<file path="src/rtl/ex_div_unit_if.sv">
// EX-stage <-> divider handshake bundle: operands and control from EX, registered result back.
interface ex_div_unit_if #(
  parameter int unsigned WIDTH = 32
);
  logic                 signed_div_i;
  logic [WIDTH-1:0]     opdata1_i;
  logic [WIDTH-1:0]     opdata2_i;
  logic                 start_i;
  logic                 annul_i;
  logic [2*WIDTH-1:0]   result_o;
  logic                 ready_o;

  modport master (
    output signed_div_i, opdata1_i, opdata2_i, start_i, annul_i,
    input  result_o, ready_o
  );

  modport slave (
    input  signed_div_i, opdata1_i, opdata2_i, start_i, annul_i,
    output result_o, ready_o
  );
endinterface

</file>
<file path="src/rtl/ex_div_unit.sv">
// Multi-cycle radix-2 restoring divider (signed/unsigned) beside the EX stage.
// Result is {remainder, quotient}; iteration runs on operand magnitudes, signs fixed at the end.
module ex_div_unit #(
  parameter int unsigned WIDTH = 32,
  parameter int unsigned CNT_W = 6
) (
  input  logic          clk,
  input  logic          rst,
  ex_div_unit_if.slave  bus
);

  typedef enum logic [1:0] {S_FREE, S_BYZERO, S_ON, S_END} state_t;

  state_t               state;
  logic [CNT_W-1:0]     cnt;
  logic [WIDTH-1:0]     rem_r;
  logic [WIDTH-1:0]     quo_r;
  logic [WIDTH-1:0]     dvs_r;
  logic                 neg_quo;
  logic                 neg_rem;
  logic [2*WIDTH-1:0]   result_r;
  logic                 ready_r;

  logic [WIDTH-1:0]     op1_mag;
  logic [WIDTH-1:0]     op2_mag;
  logic [WIDTH:0]       shifted;
  logic [WIDTH:0]       trial;
  logic [WIDTH-1:0]     rem_nxt;
  logic [WIDTH-1:0]     quo_nxt;

  assign bus.result_o = result_r;
  assign bus.ready_o  = ready_r;

  always_comb begin
    op1_mag = bus.opdata1_i;
    op2_mag = bus.opdata2_i;
    if (bus.signed_div_i && bus.opdata1_i[WIDTH-1])
      op1_mag = ~bus.opdata1_i + WIDTH'(1);
    if (bus.signed_div_i && bus.opdata2_i[WIDTH-1])
      op2_mag = ~bus.opdata2_i + WIDTH'(1);

    // shifted < 2*divisor, so bit WIDTH of the difference is a clean borrow flag
    shifted = {rem_r, quo_r[WIDTH-1]};
    trial   = shifted - {1'b0, dvs_r};
    if (trial[WIDTH]) begin
      rem_nxt = shifted[WIDTH-1:0];
      quo_nxt = {quo_r[WIDTH-2:0], 1'b0};
    end else begin
      rem_nxt = trial[WIDTH-1:0];
      quo_nxt = {quo_r[WIDTH-2:0], 1'b1};
    end
  end

  always_ff @(posedge clk or negedge rst) begin
    if (!rst) begin
      state    <= S_FREE;
      cnt      <= '0;
      rem_r    <= '0;
      quo_r    <= '0;
      dvs_r    <= '0;
      neg_quo  <= 1'b0;
      neg_rem  <= 1'b0;
      result_r <= '0;
      ready_r  <= 1'b0;
    end else begin
      case (state)
        S_FREE: begin
          ready_r  <= 1'b0;
          result_r <= '0;
          if (bus.start_i && !bus.annul_i) begin
            if (bus.opdata2_i == '0) begin
              state <= S_BYZERO;
            end else begin
              state   <= S_ON;
              quo_r   <= op1_mag;
              dvs_r   <= op2_mag;
              rem_r   <= '0;
              cnt     <= '0;
              neg_quo <= bus.signed_div_i & (bus.opdata1_i[WIDTH-1] ^ bus.opdata2_i[WIDTH-1]);
              neg_rem <= bus.signed_div_i & bus.opdata1_i[WIDTH-1];
            end
          end
        end

        S_BYZERO: begin
          rem_r <= '0;
          quo_r <= '0;
          state <= bus.annul_i ? S_FREE : S_END;
        end

        S_ON: begin
          if (bus.annul_i) begin
            state   <= S_FREE;
            cnt     <= '0;
            rem_r   <= '0;
            quo_r   <= '0;
            dvs_r   <= '0;
            neg_quo <= 1'b0;
            neg_rem <= 1'b0;
          end else if (cnt == CNT_W'(WIDTH)) begin
            state    <= S_END;
            ready_r  <= 1'b1;
            result_r <= {(neg_rem ? ~rem_r + WIDTH'(1) : rem_r),
                         (neg_quo ? ~quo_r + WIDTH'(1) : quo_r)};
          end else begin
            rem_r <= rem_nxt;
            quo_r <= quo_nxt;
            cnt   <= cnt + CNT_W'(1);
          end
        end

        S_END: begin
          // Divide-by-zero arrives with ready low; it rises here one edge later
          if (bus.annul_i || !bus.start_i) begin
            state    <= S_FREE;
            ready_r  <= 1'b0;
            result_r <= '0;
            cnt      <= '0;
            rem_r    <= '0;
            quo_r    <= '0;
            dvs_r    <= '0;
            neg_quo  <= 1'b0;
            neg_rem  <= 1'b0;
          end else begin
            ready_r <= 1'b1;
          end
        end

        default: state <= S_FREE;
      endcase
    end
  end

endmodule

</file>
<file path="src/flat_wrapper.sv">
// flat-port wrapper written by rule: the top's interface ports become plain ports
module ex_div_unit_flat 
#(
  parameter int unsigned WIDTH = 32,
  parameter int unsigned CNT_W = 6
)
  (clk, rst, bus_signed_div_i, bus_opdata1_i, bus_opdata2_i, bus_start_i, bus_annul_i, bus_result_o, bus_ready_o);
  ex_div_unit_if #(.WIDTH(WIDTH)) bus_i ();
  input  logic clk;
  input  logic rst;
  input wire logic [$bits(bus_i.signed_div_i)-1:0] bus_signed_div_i;
  input wire logic [$bits(bus_i.opdata1_i)-1:0] bus_opdata1_i;
  input wire logic [$bits(bus_i.opdata2_i)-1:0] bus_opdata2_i;
  input wire logic [$bits(bus_i.start_i)-1:0] bus_start_i;
  input wire logic [$bits(bus_i.annul_i)-1:0] bus_annul_i;
  output wire logic [$bits(bus_i.result_o)-1:0] bus_result_o;
  output wire logic [$bits(bus_i.ready_o)-1:0] bus_ready_o;
  assign bus_i.signed_div_i = bus_signed_div_i;
  assign bus_i.opdata1_i = bus_opdata1_i;
  assign bus_i.opdata2_i = bus_opdata2_i;
  assign bus_i.start_i = bus_start_i;
  assign bus_i.annul_i = bus_annul_i;
  assign bus_result_o = bus_i.result_o;
  assign bus_ready_o = bus_i.ready_o;
  ex_div_unit #(.WIDTH(WIDTH), .CNT_W(CNT_W)) u_core (.clk(clk), .rst(rst), .bus(bus_i));
endmodule
</file>
<file path="config.mk">
export PLATFORM = sky130hd
export DESIGN_NAME = ex_div_unit_flat
export DESIGN_NICKNAME = d
export VERILOG_FILES = /design/src/rtl/ex_div_unit_if.sv /design/src/rtl/ex_div_unit.sv /design/src/flat_wrapper.sv
export SDC_FILE = /design/constraint.sdc
export NUM_CORES = 1
export LEC_CHECK = 0
export BUFFER_PORTS_ARGS = -buffer_cell sky130_fd_sc_hd__buf_2
export CORE_MARGIN = 3
export CORE_UTILIZATION = 49
export DETAILED_ROUTE_END_ITERATION = 16
export GPL_TIMING_DRIVEN = 0
export PLACE_DENSITY = 0.71
export SYNTH_ARGS = -nofsm -noshare
export SYNTH_HDL_FRONTEND = slang
export SYNTH_SLANG_ARGS = --single-unit
</file>
<file path="constraint.sdc">
create_clock -name clk -period 3 [get_ports clk]
set_input_delay 0.45 -clock clk [delete_from_list [all_inputs] [get_ports clk]]
set_output_delay 0.45 -clock clk [all_outputs]
set_load 0.05 [all_outputs]
</file>
---- Yosys cells after proc, flatten, opt, wreduce, memory -nomap -nowiden ----
Cells that the tools add are included.
word-level totals
  flip-flop bits (word level) ............. 171
  input port bits ......................... 69
  logic and storage cells ................. 99
operators by class
  add/sub/neg operators ................... 6
  equal/unequal tests ..................... 12
  multiplexer cells ....................... 50
  bitwise logic cells ..................... 7
  reduce and logical (&&, ||, !) cells .... 15
operator list
  operator               count
  $mux 32                17
  $pmux 32 s4            2
  $mux 64                3
  $pmux 64 s3            1
  $add 32x1->32 const B  4
  $not 32->32            4
  $pmux 32 s3            1
  $sub 33x32->33         1
  $logic_not 32->1       1
  $mux 6                 5
  $pmux 6 s3             1
  $mux 2                 6
  $mux 1                 10
  $reduce_and 5->1       2
  $pmux 1 s3             3
  $pmux 2 s4             1
  $reduce_and 4->1       2
  $add 6x1->6 const B    1
  $eq 6x6->1 const B     1
  $ne 2x1->1 const B     3
  $ne 2x2->1 const B     3
  $reduce_and 3->1       2
  $eq 2x2->1 const B     2
  $logic_and 1x1->1      3
  other kinds (9)        11

---- Logic depth before layout (Yosys ltp) ----
Gate-level depths: netlist of run 1.
  word-level depth ........................ 6
  gate-level depth with buffers ........... 12
  depth with buffers taken out ............ 11

---- Least setup slack after synthesis of run 1 ----
Ideal clock, no wire load.
  kind .................................... register to register
  start ................................... register u_core.quo_r[31]
  end ..................................... register u_core.rem_r[5]
  arrival time ............................ 3.055 ns
  data required time ...................... 2.874 ns
  path slack .............................. -0.181 ns
  stages on the path, launching flop included .. 13
  path buffers ............................ 1
  cell sequence ........................... dfrtp_1 > inv_1 > ha_1 > fa_1 > nand2b_1 > a211oi_1 > o41a_1 > a32o_1 > o211ai_1 > a31oi_1 > nor2_1 > buf_2 > a221o_1
between the ends
  longest elaborated chain between the ends .. 5
RTL lines
  item                    RTL line            text
  start, declared         ex_div_unit.sv:17   logic [WIDTH-1:0] quo_r;
  start signal, assigned  ex_div_unit.sv:75   quo_r <= op1_mag;
  start signal, assigned  ex_div_unit.sv:107  quo_r <= quo_nxt;
  $sub 33x32->33          ex_div_unit.sv:44   trial = shifted - {1'b0, dvs_r};
  $mux 32                 ex_div_unit.sv:45   if (trial[WIDTH]) begin
  $mux 32                 ex_div_unit.sv:100  end else if (cnt == CNT_W'(WIDTH)) begin
  $mux 32                 ex_div_unit.sv:92   if (bus.annul_i) begin
  $pmux 32 s4             ex_div_unit.sv:66   case (state)
  end signal, assigned    ex_div_unit.sv:106  rem_r <= rem_nxt;
  end, declared           ex_div_unit.sv:16   logic [WIDTH-1:0] rem_r;
Every way passes these cells. The select of a mux whose other input is x is not followed.
A chain may end at the register's enable or synchronous reset.

---- Worst setup path in the final report of run 1 ----
  start ................................... register u_core.dvs_r[3]
  end ..................................... register u_core.rem_r[4]
between the ends
  longest elaborated chain between the ends .. 5
RTL lines
  item                    RTL line            text
  start, declared         ex_div_unit.sv:18   logic [WIDTH-1:0] dvs_r;
  start signal, assigned  ex_div_unit.sv:76   dvs_r <= op2_mag;
  $sub 33x32->33          ex_div_unit.sv:44
  $mux 32                 ex_div_unit.sv:45
  $mux 32                 ex_div_unit.sv:100
  $mux 32                 ex_div_unit.sv:92
  $pmux 32 s4             ex_div_unit.sv:66
Every way passes these cells. The select of a mux whose other input is x is not followed.

==> impl_metrics.csv, run 1 <==
group,metric,value,unit
logic_synthesis,synth_largest_area_cell,"dfrtp_1",
power,peakVddDrop,555,uV
placement,dp_worst_setup_slack,-763,ps
placement,dp_hpwl,28200,um
power,power.leakage,6.37,nW
run_status,violations,"setup timing",
setup_path,cp-start-kind,"flip-flop",
logic_synthesis,synth.yosys.seq_area_share,35.5,%
drt,wl_met3,3370,um
drt,via_per_inst,6.07,
final_layout,fillers,2150,
timing,worst_hold_slack,293,ps
final_layout,fin_util,61.3,%
logic_synthesis,synth_top_area_share,35.5,%
logic_synthesis,yosys.area_share.simple,20.8,%
drt,drtPass1Iterations,7,
setup_path,required,3310,ps
clock_tree,clkTransAtPathRegs,80,ps
logic_synthesis,synth_adder_area_share,4.63,%
drt,drt-total-wl,37900,um
final_layout,seqCellArea,4300,um^2
timing,finalMaxSlewViolations,0,
timing,worst_pin_slew,744,ps
clock_tree,clock_path_buffers,2,
drt,postRouteAntennaNets,0,
timing,fin_crit,3130,ps
logic_synthesis,syn_nets,1556,
logic_synthesis,synth_edf_count,0,
logic_synthesis,syn_area,12000,um^2
logic_synthesis,synth_seq_cells,171,
drt,m1WireLength,16700,um
floorplan,dieArea,26500,um^2
clock_tree,cts_tree,"built",
logic_synthesis,synth-xor-area-share,9.96,%
setup_path,arrival,3440,ps
clock_tree,htreeDepth,4,
final_layout,area_delta_synth_final,21.3,%
timing,finClkSkew,10.6,ps
floorplan,die_x,163,um
final_layout,antenna_cells,0,
run_status,status,"complete, but fails checks",
setup_path,critPathKind,"reg -> reg",
logic_synthesis,synth.mux.area_fraction,0.603,%
clock_tree,cts_sinks,171,
floorplan,die_h,163,um
clock_tree,numCtsBuffers,17,
logic_synthesis,yosys_warnings,0,
timing,finalSetupViolCount,30,
clock_tree,worstSkewPairLatency,430,ps
drt,vias,11900,
logic_synthesis,synth_top_family_by_area,"compound AO/OA/AOI/OAI gates",
global_route,antenna_found_initial,1,
final_layout,nets,1738,
logic_synthesis,synthCells,1443,
final_layout,multi_input_area,7650,um^2
clock_tree,clock-root-buffer,"clkbuf_16",
logic_synthesis,synth_compound_area_share,23.8,%
global_route,grt_pass1_wl,58400,um
timing,tns,-1800,ps
timing,rsz0062_at_grt,"yes",
drt,drc,0,
drt,wl_met2,17200,um
timing,slew_headroom,50.4,%
global_route,grt-ovfl-total,0,
power,power.density,848,nW/um^2
timing,finalHoldViolations,0,
drt,drt-initial-drc-count,1186,
floorplan,core_area,23800,um^2
drt,routed.top_layer,"met4",
floorplan,core.rowCount,56,
logic_synthesis,ys.flop_type,"dfrtp_1",
placement,place.gp.congestion,0.966,
timing,setup_slack,-130,ps
logic_synthesis,synthDistinctLibCells,79,
timing,max_clock_freq,320,MHz
drt,routedWlPerCell,19.4,um
global_route,grt_pass1_vias,10900,
setup_path,cp_max_fo,5,
global_route,grt_usage,27.5,%
logic_synthesis,synth.area.top_cells,"dfrtp_1 36%, xor2_1 6.5%, nand2_1 6.5%",
setup_path,endpoint_kind,"flip-flop",
floorplan,start_util,50.5,%
logic_synthesis,async_flop_share,100,%
timing,timing.final.crit_share,104,%
final_layout,layout-drive-gt1-share,20.3,%
flow_run,maxCapViolCount,0,
logic_synthesis,avgSynthCellArea,8.34,um^2
placement,portBuffers,133,
global_route,grt_start_max_net_pins,114,
min_path,hp-class,"in -> reg",
floorplan,pin_count,134,
[logic make-up (layout without fill, tap and decap cells)]
kind of cell	after synthesis	count (layout)
AOI/OAI and AO/OA	424	424
xor gates and xnor gates	137	137
adders and majority gates	44	44
buffers and inverters	143	338
DFF	171	171
muxes	7	7
and+or+nand+nor	517	517
[cells in the mapped netlist, types with 4 or more instances]
| cell type | number |
|---|---|
| or4_1 | 19 |
| o21ai_1 | 66 |
| nor2_1 | 108 |
| a221o_1 | 12 |
| or3_1 | 19 |
| nor4_2 | 5 |
| a21oi_1 | 74 |
| o41ai_1 | 16 |
| a221oi_1 | 23 |
| nor4_1 | 13 |
| o211ai_1 | 21 |
| xor2_1 | 89 |
| a211oi_1 | 4 |
| nor3b_1 | 4 |
| ha_1 | 43 |
| buf_2 | 19 |
| nor3_1 | 24 |
| buf_1 | 5 |
| o221ai_1 | 4 |
| o21a_1 | 11 |
| clkbuf_1 | 59 |
| o21ai_0 | 51 |
| a211o_1 | 5 |
| nand2b_1 | 16 |
| a22oi_1 | 4 |
| o31ai_1 | 80 |
| dfrtp_1 | 171 |
| mux2i_1 | 5 |
| a31oi_1 | 9 |
| xnor2_1 | 48 |
| nor2b_1 | 11 |
| nand4_1 | 16 |
| inv_1 | 57 |
| and2_1 | 7 |
| nand3_1 | 35 |
| and3_1 | 12 |
| nand2_1 | 207 |
| a21o_1 | 9 |
[critical path, cell delays in order (launching register included)]
cell and delay (ps):
dfrtp_1 380, inv_1 130, ha_1 300, nor2_2 180
a211oi_4 70, o41a_1 450, a32o_2 310, o211a_4 280
o31ai_4 230, buf_6 180, clkbuf_16 150, a21oi_1 70
a221o_1 280
[power by group]
part / internal, mW / switching (mW) / leakage [nW]
sequential: 2.93 / 0.609 / 2.24
combinational: 2.13 / 4.38 / 3.84
clock: 1.28 / 1.06 / 0.297
total: 6.33 / 6.05 / 6.37
[placed cells by master (no fill, tap or decap), types with 33 or more instances in the layout]
master | Yosys | final
o21ai_0 | 51 | 49
xor2_1 | 89 | 89
nor2_1 | 108 | 102
o21ai_1 | 66 | 67
clkbuf_1 | 59 | 45
o31ai_1 | 80 | 77
xnor2_1 | 48 | 47
nand3_1 | 35 | 33
dfrtp_1 | 171 | 155
buf_2 | 19 | 143
nand2_1 | 207 | 204
inv_1 | 57 | 54
a21oi_1 | 74 | 67
[cell type report]
type	instances	area share, %
Inverter	59	1.52
Multi-Input combinational cell	1129	52.4
Buffer	78	2.71
Timing Repair Buffer	169	6.98
Clock inverter	15	1.37
Tap cell	319	2.73
Sequential cell	171	29.4
Clock buffer	17	2.91
[registers in the layout, summed over array words and instances, names as in the netlist]
signal,count
u_core.bus.ready_o,1
u_core.bus.result_o,64
u_core.cnt,6
u_core.dvs_r,32
u_core.neg_quo,1
u_core.neg_rem,1
u_core.quo_r,32
u_core.rem_r,32
u_core.state,2
[layer usage]
metal / GRT usage [%] / up-vias
met4: 6.19 / 0
met2: 42.9 / 593
met1: 40.6 / 5621
li1: - / 5616
met3: 3.97 / 51
met5: 0 / -
[metrics by stage]
stage	total power, mW	instance area [um^2]	instances
final	12.4	14600	1957
after global routing	13.2	14600	1957
after CTS	12.1	14200	1944
after detailed placement	9.50	13200	1896
after global placement	9.36	13100	1895
after floorplan	7.76	12100	1443
[final timing paths]
path | from | endpoint | slack, ps | cells after the start
hold / removal | bus_opdata2_i[31] | u_core.dvs_r[31] | 290 | 3
hold reg to reg | u_core.bus.result_o[33] | u_core.bus.result_o[33] | 470 | 2
max in group asynchronous | rst | u_core.dvs_r[0] | 1520 | 3
min in group asynchronous | rst | u_core.bus.result_o[37] | 530 | 2
setup reg to reg | u_core.dvs_r[3] | u_core.rem_r[4] | -130 | 12
setup / recovery | u_core.dvs_r[3] | u_core.rem_r[4] | -130 | 12
[timing repair]
action,4_1_cts,5_1_grt
gates resized for setup,66,81
hold buffers,1,0
pin swaps,12,31
buffers inserted,19,11
gates cloned,0,4
endpoints found under the setup margin,60,68
hold endpoints to repair,58,0
No activity file was read; power rests on OpenSTA's default activity.
==> inputs of run 2 (changes only) <==
- CORE_UTILIZATION: 49 -> 31
- PLACE_DENSITY: 0.71 -> default
==> run 2 against run 1 <==
Net effect:
- the flow still finishes with violations (setup timing)
- sequential share of layout area shrank 0.68 points
- non-clock buffer count is the same
- via count shrank 2.3%
- clock skew grew 7.4 ps
- hold slack gained 2.2 ps
==> impl_metrics.csv, run 2 (synthesis gave the netlist of run 1 again) <==
group,metric,value,unit
drt,drc,0,
timing,worst_pin_slew,717,ps
setup_path,arrival,3500,ps
timing,slew_headroom,52.0,%
placement,place.gp.congestion,0.905,
timing,setup_slack,-204,ps
final_layout,area_delta_synth_final,24.2,%
floorplan,die_h,203,um
floorplan,core.rowCount,71,
placement,dpl.cell_count,2088,
setup_path,endpoint_kind,"flip-flop",
final_layout,layout-drive-gt1-share,21.7,%
clock_tree,cts_tree,"built",
timing,fin_crit,3200,ps
global_route,grt-ovfl-total,0,
clock_tree,clkTransAtPathRegs,80,ps
timing,max_clock_freq,312,MHz
setup_path,cp-start-kind,"flip-flop",
floorplan,start_util,31.7,%
timing,rsz0062_at_grt,"yes",
clock_tree,clock_path_buffers,2,
clock_tree,htreeDepth,4,
min_path,hp-class,"in -> reg",
setup_path,cp_max_fo,5,
global_route,grt_start_max_net_pins,98,
timing,finalHoldViolations,0,
power,power.density,831,nW/um^2
global_route,antenna_found_initial,1,
global_route,grt_pass1_wl,63400,um
drt,postRouteAntennaNets,0,
drt,vias,11600,
final_layout,fillers,3813,
drt,drt-total-wl,40400,um
global_route,grt_usage,19.2,%
final_layout,final_cell_mix,"204 x nand2_1, 155 x dfrtp_1, 150 x buf_2",
run_status,violations,"setup timing",
final_layout,antenna_cells,0,
placement,portBuffers,133,
drt,drtPass1Iterations,5,
clock_tree,clock-root-buffer,"clkbuf_16",
drt,routedWlPerCell,18.8,um
global_route,grt_pass1_vias,11400,
drt,drt-initial-drc-count,796,
timing,finalMaxSlewViolations,0,
final_layout,layout_commonest_cell,"nand2_1",
drt,via_per_inst,5.40,
timing,finalSetupViolCount,32,
floorplan,die_x,203,um
floorplan,core_area,37900,um^2
final_layout,nets,1738,
clock_tree,cts_sinks,171,
final_layout,layout.cells.non_filler,2149,
setup_path,critPathKind,"reg -> reg",
clock_tree,numCtsBuffers,17,
flow_run,maxCapViolCount,0,
clock_tree,worstSkewPairLatency,450,ps
floorplan,pin_count,134,
floorplan,dieArea,41200,um^2
timing,finClkSkew,18.0,ps
power,power.leakage,6.43,nW
final_layout,largest_register_ff_count,64,
timing,timing.final.crit_share,107,%
setup_path,required,3300,ps
final_layout,fin_util,39.4,%
run_status,status,"complete, but fails checks",
placement,dp_hpwl,30900,um
power,peakVddDrop,317,uV
==> run 2: changes by cell type in the layout (fill, tap and decap cells not counted), moves of 3 or more <==
cell and change:
inv_8 -5, clkbuf_2 +10, clkbuf_1 -8, a21oi_4 +3
buf_2 +7, clkbuf_4 -6, a21oi_1 -8, a21oi_2 +5
inv_6 +4
==> run 2: metal layers <==
layer  wire length [um]  GRT usage, %  share of wire [%]
met2              17700          29.6                 44
met1              19000          27.0                 47
met3               2820          4.09                7.0
met4                855          6.10                2.1
met5                 13             0              0.032
==> run 2: path summary, 6_finish.rpt <==
kind	start	cells past startpoint	slack, ps	end
max reg2reg	u_core.dvs_r[0]	13	-200	u_core.rem_r[0]
max in group asynchronous	rst	3	1530	u_core.rem_r[10]
min	bus_opdata2_i[29]	3	300	u_core.dvs_r[29]
min in group asynchronous	rst	2	560	u_core.bus.result_o[22]
max	u_core.dvs_r[0]	13	-200	u_core.rem_r[0]
min reg2reg	u_core.bus.result_o[4]	2	470	u_core.bus.result_o[4]
==> run 2: power breakdown <==
group / switching, mW / total, mW / internal (mW)
registers: 0.603 / 3.53 / 2.93
logic: 4.44 / 6.56 / 2.13
clock network: 1.05 / 2.33 / 1.27
==> run 2: critical path, stage by stage (launching register included) <==
cell	delay, ps
dfrtp_2	450
ha_4	170
fa_2	210
nand2b_4	140
a211oi_4	70
o41a_1	460
a32o_2	310
o211ai_1	350
nand4_1	180
buf_6	170
buf_6	120
clkbuf_16	150
a21oi_4	150
o41ai_4	100
==> run 2: what timing repair did <==
| item | 4_1_cts | 5_1_grt |
|---|---|---|
| resized for setup | 102 | 75 |
| pin swaps | 29 | 31 |
| hold buffers | 1 | 0 |
| setup endpoints to repair | 97 | 143 |
| gates cloned | 4 | 0 |
| setup buffers | 24 | 8 |
| hold endpoints to repair | 31 | 0 |
==> run 2: layout make-up <==
type                       count  area, um^2  share of cell area [%]
inverter                      59         221                    1.48
tap                          511         639                    4.28
multi-input combinational   1129        7770                    52.0
sequential                   171        4300                    28.8
clock buffer                  19         443                    2.96
clock inverter                13         154                    1.03
buffer                        77         397                    2.65
timing repair buffer         170        1030                    6.89
==> run 2: per-stage QoR <==
step	instance area, um^2	hold slack, ps	total power [mW]	setup TNS (ps)	worst slack (ps)
6_report	15000	295	12.4	-4150	-204
5_1_grt	15000	315	13.3	-6030	-252
4_1_cts	14700	284	12.2	-933	-85.5
3_5_place_dp	13400	450	9.60	-59400	-807
3_3_place_gp	13400	457	9.52	-269770	-1270
2_1_floorplan	12100	154	7.76	-38.3	-5.50
==> inputs of run 3 (changes only) <==
- MAX_ROUTING_LAYER: default -> met4
==> run 3 against run 2 <==
Net effect:
- sequential cell count did not move
- the flow still finishes with violations (setup timing)
- final cell count fell by 0.51%
- critical path type unchanged
- fmax rose by 2.8%
- non-clock buffer count fell by 13
- wire length fell by 0.63%
- via count fell by 0.28%
- setup slack improved by 88 ps
- cell area fell by 1.7%
- largest cell class unchanged
- largest power group unchanged
- utilization fell by 0.66 points
- clock power barely moved
- hold slack got worse by 5.0 ps
==> impl_metrics.csv, run 3 (synthesis gave the netlist of run 1 again) <==
group,metric,value,unit
global_route,grt_pass1_vias,11200,
clock_tree,clock-root-buffer,"clkbuf_16",
timing,finalMaxSlewViolations,0,
setup_path,endpoint_kind,"flip-flop",
setup_path,r2r_cells,11,
final_layout,fin_util,38.8,%
clock_tree,worstSkewPairLatency,450,ps
setup_path,cp_max_fo,4,
placement,place.gp.congestion,0.919,
floorplan,pin_count,134,
timing,worst_pin_slew,674,ps
timing,worst_hold_slack,290,ps
final_layout,layout.cells.non_filler,2138,
final_layout,layout_commonest_cell,"nand2_1",
placement,dpl.cell_count,2088,
timing,finClkSkew,17.1,ps
timing,timing.final.crit_share,104,%
clock_tree,clkTransAtPathRegs,80,ps
min_path,hold_path_end,"u_core.dvs_r[31]",
power,p_comb_share,52.7,%
run_status,status,"complete, but fails checks",
power,p_int,6.32,mW
clock_tree,clock_path_buffers,2,
final_layout,fillers,3919,
final_layout,nets,1725,
timing,fin_crit,3120,ps
power,power.density,846,nW/um^2
clock_tree,cts_sinks,171,
placement,dp_worst_setup_slack,-813,ps
floorplan,start_util,31.7,%
setup_path,reg2reg_from,"u_core.dvs_r[0]",
flow_run,maxCapViolCount,0,
placement,portBuffers,133,
global_route,grt-ovfl-total,0,
floorplan,die_h,203,um
floorplan,core_area,37900,um^2
power,power_frac_seq,28.4,%
timing,slew_headroom,55.1,%
timing,finalSetupViolCount,20,
final_layout,area_delta_synth_final,22.1,%
setup_path,required,3300,ps
drt,via_per_inst,5.41,
power,p_sw_share,49.2,%
drt,drt-initial-drc-count,813,
min_path,hold_depth,3,
timing,max_clock_freq,321,MHz
timing,setup_slack,-116,ps
clock_tree,numCtsBuffers,17,
clock_tree,cts_tree,"built",
placement,dp_hpwl,31100,um
timing,finalHoldViolations,0,
timing,rsz0062_at_grt,"yes",
global_route,grt_usage,19.6,%
global_route,antenna_found_initial,2,
floorplan,core.rowCount,71,
setup_path,ff2ff_setup_slack,-120,ps
min_path,hp-start,"bus_opdata2_i[31]",
setup_path,cp-start-kind,"flip-flop",
run_status,violations,"setup timing",
drt,postRouteAntennaNets,0,
final_layout,largest_register_ff_count,64,
min_path,hp-class,"in -> reg",
power,power.clock.fraction,18.9,%
power,power.leakage,6.28,nW
setup_path,r2r_end,"u_core.rem_r[26]",
drt,drc,0,
drt,drt-total-wl,40100,um
final_layout,layout-drive-gt1-share,20.1,%
global_route,grt_start_max_net_pins,92,
clock_tree,htreeDepth,4,
setup_path,arrival,3420,ps
final_layout,final_cell_mix,"204 x nand2_1, 155 x dfrtp_1, 146 x buf_2",
drt,vias,11600,
timing,tns,-1370,ps
power,peakVddDrop,502,uV
drt,drtPass1Iterations,5,
power,p_switching,6.11,mW
floorplan,dieArea,41200,um^2
global_route,grt_pass1_wl,62900,um
setup_path,critPathKind,"reg -> reg",
drt,routedWlPerCell,18.8,um
floorplan,die_x,203,um
[run 3: cell types whose count changed in the layout (fill, tap and decap cells not counted), sizes merged]
cell / before / now
diode: 0 / 2
clkinv: 4 / 3
clkbuf: 73 / 71
buf: 192 / 179
clkinvlp: 1 / 3
inv: 65 / 66
[run 3: area by class of cell]
cell class                 instances  area (um^2)  share of cell area [%]
multi-input combinational       1129         7630                    51.9
antenna                            2         5.00                  0.0340
clock buffer                      17          425                    2.89
buffer                            78          398                    2.71
timing repair buffer             156          902                    6.14
sequential                       171         4300                    29.2
inverter                          59          221                    1.51
tap                              511          639                    4.35
clock inverter                    15          178                    1.21
[run 3: how the worst max path moves through the flow]
stage                                start               end  slack [ps]  cells after the start
final                      u_core.dvs_r[0]  u_core.rem_r[26]        -120                     11
after global routing      u_core.quo_r[31]  u_core.rem_r[26]        -190                     13
after CTS                  u_core.dvs_r[0]  u_core.rem_r[25]         -20                     11
after detailed placement   u_core.dvs_r[0]  u_core.rem_r[30]        -810                     11
after global placement                 rst   u_core.dvs_r[7]       -1270                      1
after floorplan           u_core.quo_r[31]   u_core.rem_r[5]          -5                     12
[run 3: power groups by stage]
stage	registers, mW	logic [mW]	clock network [mW]
final	3.53	6.55	2.35
after global routing	3.62	7.21	2.47
after CTS	3.51	6.33	2.38
after detailed placement	3.55	6.09	0
after global placement	3.52	6.01	0
after floorplan	3.93	3.83	0
[run 3: per-layer routing]
layer | up-vias | GRT usage (%) | part of all wire, % | wire length (um)
li1 | 5579 | - | - | -
met4 | 0 | 4.13 | 1.5 | 599
met5 | - | - | 0 | 0
met2 | 384 | 29.8 | 44 | 17900
met1 | 5567 | 28.1 | 48 | 19400
met3 | 42 | 2.55 | 5.8 | 2330
[run 3: stage by stage]
step                total power, mW  area (um^2)
CTS                            12.2        14400
detailed placement             9.64        13400
floorplan                      7.76        12100
global placement               9.53        13400
finish                         12.4        14700
global route                   13.3        14700
[run 3: what timing repair did]
| action | 4_1_cts | 5_1_grt |
|---|---|---|
| cloned | 0 | 1 |
| gates resized for setup | 70 | 64 |
| setup endpoints to repair | 97 | 130 |
| pin swaps | 9 | 19 |
| hold buffers | 1 | 0 |
| hold endpoints to repair | 4 | 0 |
| buffers inserted | 11 | 9 |
[run 3: worst max-delay path: stages, from the launching register on]
cell and delay (ps):
dfrtp_2 460, ha_4 170, fa_2 210, nand2b_4 140
a211oi_4 70, o41a_1 410, a32o_2 300, o211ai_1 350
a31oi_2 190, buf_4 200, nor4_2 360, o41ai_2 100
